File: src/rtl/pc_fetch_unit.sv
// Program-counter and instruction-fetch stage with a BOOT/RUN/HALT sequencer.
// Optional fetch-range guard enabled by defining FETCH_BOUND_CHECK_EN (adds fetch_fault).
module pc_fetch_unit #(
  parameter logic [31:0] RESET_PC      = 32'h0000_3000,
  parameter int          IM_DEPTH_LOG2 = 10
) (
  input  logic                     clk,
  input  logic                     reset_n,
  input  logic                     stall,
  input  logic                     halt,
  input  logic [1:0]               npc_sel,
  input  logic                     br_taken,
  input  logic [31:0]              reg_target,
  output logic [IM_DEPTH_LOG2-1:0] im_raddr,
  input  logic [31:0]              im_rdata,
  output logic [31:0]              instr,
  output logic                     instr_valid,
  output logic [31:0]              pc,
  output logic [31:0]              pc_plus4,
  output logic [31:0]              retired
`ifdef FETCH_BOUND_CHECK_EN
  ,
  output logic                     fetch_fault
`endif
);

  typedef enum logic [1:0] {
    BOOT = 2'b00,
    RUN  = 2'b01,
    HALT = 2'b10
  } state_t;

  state_t      state, state_next;
  logic [31:0] npc_raw, npc, branch_offset;
  logic        load;
  logic        fault_set;

  assign pc_plus4      = pc + 32'd4;
  assign im_raddr      = pc[IM_DEPTH_LOG2+1:2];
  assign instr_valid   = (state == RUN);
  assign instr         = instr_valid ? im_rdata : 32'h0;
  assign branch_offset = {{14{instr[15]}}, instr[15:0], 2'b00};

  // NOTE: every variable assigned in a combinational block gets a default first, so no path leaves it unassigned and no latch is inferred.
  always_comb begin
    npc_raw = pc_plus4;
    unique case (npc_sel)
      2'b00: npc_raw = pc_plus4;
      2'b01: npc_raw = br_taken ? (pc_plus4 + branch_offset) : pc_plus4;
      2'b10: npc_raw = {pc_plus4[31:28], instr[25:0], 2'b00};
      2'b11: npc_raw = reg_target;
      default: npc_raw = pc_plus4;
    endcase
  end

  // Low address bits are dropped so a misaligned jr target still fetches a whole word.
  assign npc = npc_raw & ~32'd3;

`ifdef FETCH_BOUND_CHECK_EN
  localparam logic [32:0] BOUND_LO = {1'b0, RESET_PC};
  localparam logic [32:0] BOUND_HI = BOUND_LO + (33'd4 << IM_DEPTH_LOG2);
  logic out_of_range;
  assign out_of_range = ({1'b0, npc} < BOUND_LO) || ({1'b0, npc} >= BOUND_HI);
`endif

  always_comb begin
    state_next = state;
    load       = 1'b0;
    fault_set  = 1'b0;
    unique case (state)
      BOOT: state_next = RUN;
      RUN: begin
        if (halt) begin
          state_next = HALT;
        end else if (!stall) begin
`ifdef FETCH_BOUND_CHECK_EN
          if (out_of_range) begin
            state_next = HALT;
            fault_set  = 1'b1;
          end else begin
            load = 1'b1;
          end
`else
          load = 1'b1;
`endif
        end
      end
      HALT:    state_next = HALT;
      default: state_next = BOOT;
    endcase
  end

  // NOTE: sequential state uses non-blocking assignments so all registers update together from pre-edge values.
  always_ff @(posedge clk or negedge reset_n) begin
    if (!reset_n) begin
      state   <= BOOT;
      pc      <= RESET_PC;
      retired <= 32'h0;
    end else begin
      state <= state_next;
      if (load) begin
        pc      <= npc;
        retired <= retired + 32'd1;
      end
    end
  end

`ifdef FETCH_BOUND_CHECK_EN
  always_ff @(posedge clk or negedge reset_n) begin
    if (!reset_n) begin
      fetch_fault <= 1'b0;
    end else if (fault_set) begin
      fetch_fault <= 1'b1;
    end
  end
`endif

endmodule

File: config.mk
export PLATFORM = sky130hd
export DESIGN_NAME = pc_fetch_unit
export DESIGN_NICKNAME = d
export VERILOG_FILES = /design/src/rtl/pc_fetch_unit.sv
export SDC_FILE = /design/constraint.sdc
export NUM_CORES = 1
export LEC_CHECK = 0
export CAP_MARGIN = 20
export CORE_UTILIZATION = 47
export CTS_CLUSTER_DIAMETER = 150
export DETAILED_ROUTE_END_ITERATION = 8
export PLACE_DENSITY = 0.94
export SLEW_MARGIN = 10
export SYNTH_ARGS = -nofsm -noshare
export SYNTH_HDL_FRONTEND = slang
export SYNTH_SLANG_ARGS = --single-unit
File: constraint.sdc
create_clock -name clk -period 4.4 [get_ports clk]
set_input_delay 0.44 -clock clk [delete_from_list [all_inputs] [get_ports clk]]
set_output_delay 0.44 -clock clk [all_outputs]
set_load 0.01 [all_outputs]
==> results_dict.tcl <==
set metrics [dict create \
    clock_skew_ps 12.2 \
    vias 6326 \
    gp_congestion 0.921 \
    synth-xor-area-share 0.120 \
    antenna_found_initial 0 \
    final_cell_area_mm2 0.00839 \
    routed.top_layer "met4" \
    antennaDiodeCount 0 \
    crit_required_ps 4610 \
    syn_avg_cell_area_um2 8.19 \
    post_cts_buffers 0 \
    pwr_density_cell_mw_per_mm2 524 \
    worstPathCellList "ha_2 -> nand2_1 -> or3_2 -> nor2_1 -> xnor2_1 -> inv_1 -> ha_1 -> a221oi_1 -> o21ai_0 -> nand3_1 -> a21oi_2 -> a21boi_2 -> o311a_2 -> o21ai_1 -> mux2_2 -> a211o_1" \
    crit_path_end_kind "flip-flop" \
    netlist_instances 724 \
    synth_top_family_by_area "simple AND/OR/NAND/NOR gates" \
    ios 210 \
    nNetsFinal 1023 \
    status "finished clean" \
    clock_sinks 64 \
    grt_max_degree 47 \
    vias_per_cell 5.82 \
    overflow 0 \
    clkTransAtPathRegs_ps 60 \
    synth_ff_type "dfrtp_1" \
    drt_first_pass_iters 5 \
    final_cells 1087 \
    synth_simple_gate_area_frac 0.219 \
    grtUsageTotal 0.298 \
    die_w_um 114 \
    grt_pass1_vias 6276 \
    critPathArrivalTime_ps 4380 \
    route.met2.wl_mm 9.40 \
    m1WireLength_mm 8.09 \
    max_freq_ghz 0.240 \
    clk_latency_ps 330 \
    synth_compound_area_frac 0.205 \
    max_slew_margin 0.280 \
    grt_pass1_wl_mm 30.8 \
    port_buffers 203 \
    htree_levels 3 \
    ir_worst_vdd_v 0.000314 \
    dieArea_mm2 0.0131 \
    tightest_slew_ps 1080 \
    start_util 0.488 \
    setup_viol 0 \
    die_height_um 114 \
    finish.utilization 0.690 \
    hold_class "in2async" \
    final_layout_size_suffix_gt1_frac 0.0686 \
    cp_max_fo 5 \
    yosysTopAreaCell "dfrtp_1" \
    slowest_stage "or3_2" \
    synth_seq_cells 64 \
    syn_to_final_growth_pct 41.5 \
    synthTopCellsByArea "dfrtp_1 26%, ha_1 7.8%, xnor2_1 7.7%" \
    p_leak_uw 0.00370 \
    critical_path_class "reg2reg" \
    synth_edf_count 0 \
    finalHoldViolations 0 \
    drt_first_iter_violations 523 \
    cts-root-buf "clkbuf_16" \
    cts_tree "built" \
    startpoint_type "flip-flop" \
    num-fill-cells 953 \
    final_common_cell "clkdlybuf4s50_1" \
    final_cell_mix "201 x clkdlybuf4s50_1, 82 x nand2_1, 62 x dfrtp_1" \
    route.met3.wl_mm 1.42 \
    finalWirelength_mm 19.4 \
    synth_warnings 0 \
    dpl.cell_count 1071 \
    yosysSeqAreaShare 0.270 \
    drv_cap 0 \
    fin_crit_ps 4170 \
    fp-row-count 40 \
    synth_cell_types 71 \
    placed_cell_area_mm2 0.00805 \
    antenna_left 0 \
    post-route-period-util 0.948 \
    async_reset_ff_frac 1.00 \
    coreArea_mm2 0.0122 \
    slew_viol_final 0 \
    synth.top_cell.area_share 0.262 \
    drcViolationCount 0 \
    cpPeakStageDelay_ps 560 \
    cts_max_path_buffers 2 \
    netlist_area_mm2 0.00593 \
    synthMuxAreaShare 0.0409 \
    cts_made_buffers 9 \
    dp_hpwl_mm 14.4 \
    routedWlPerCell_um 17.8 \
    synthAdderAreaFrac 0.0848 \
]
==> cell usage after synthesis, types with 3 or more instances <==
library cell,count
nand2_1,82
dfrtp_1,62
o21ai_0,53
xnor2_1,52
nor2_1,51
a21oi_1,37
ha_1,37
nand3_1,33
and2_1,27
xor2_1,27
inv_1,23
clkbuf_1,20
a21o_1,17
buf_4,15
nand4_1,14
mux2i_1,13
a211oi_1,12
and3_1,12
mux2_2,10
nor3_1,9
a221oi_1,8
o211ai_1,8
a31oi_1,7
nor2b_1,6
o21a_1,6
o22ai_1,6
a311oi_1,5
buf_6,4
o31ai_1,4
a21boi_0,3
a221o_1,3
buf_1,3
nor3b_1,3
nor4_1,3
==> per-layer routing <==
metal  vias to the layer above  global-route usage
li1                       2973                   -
met1                      2991               0.375
met2                       314               0.509
met3                        48              0.0540
met4                         0               0.112
met5                         -                   0
==> path summary, 6_finish.rpt <==
path / start / end / slack (ps) / depth (start not counted)
worst min-delay path: reset_n / retired[22] / 270 / 1
worst min register to register: retired[31] / retired[31] / 480 / 1
max in group asynchronous: reset_n / pc[23] / 3220 / 2
worst max-delay path: pc[3] / pc[31] / 230 / 16
worst max register to register: pc[3] / pc[31] / 230 / 16
min in group clk: retired[31] / retired[31] / 480 / 1
==> critical path: cells and delay by family (launching register included) <==
family          cells  cell delay, ps
compound gates      7            1390
xor+xnor            1             180
fa+ha+maj           2             600
buf+inv             1             120
flops               1             430
mux                 1             350
simple gates        4             990
==> power breakdown <==
part	internal [µW]	total (µW)	leakage, µW	switching [µW]
logic	1320	2630	0.00270	1310
clock network	502	796	0.000160	294
registers	732	969	0.000843	238
==> state kept, by name (all words and copies together), names as in the netlist <==
register	count
pc	30
retired	32
state	2
==> timing repair <==
item,in CTS,in global routing
setup endpoints to repair,0,4
hold buffers,0,0
resized for setup,0,6
==> area by class of cell <==
cell class	count	area [µm²]	share of cell area
Multi-Input combinational cell	595	4010	0.478
Timing Repair Buffer	220	2150	0.256
Sequential cell	64	1600	0.191
Clock buffer	9	225	0.0268
Tap cell	168	210	0.0251
Clock inverter	7	104	0.0124
Inverter	24	90.1	0.0107
==> metrics by stage <==
step | setup WS [ps] | hold slack (ps) | total power, µW | setup TNS (ps)
floorplan | 330 | 144 | 2440 | 0
global placement | 242 | 464 | 3500 | 0
detailed placement | 48.7 | 469 | 3550 | 0
CTS | 14.1 | 297 | 4370 | 0
global route | -46.4 | 339 | 4670 | -46.4
finish | 229 | 272 | 4390 | 0
==> cell families (layout without fill, tap and decap cells) <==
kind of cell	Yosys count	after routing
other	1	4
xor gates and xnor gates	80	80
AOI/OAI and AO/OA	188	188
DFF	64	64
muxes	23	23
buffers and inverters	68	260
and+or+nand+nor	260	260
adders and majority gates	40	40
No activity file was read; power rests on OpenSTA's default activity.
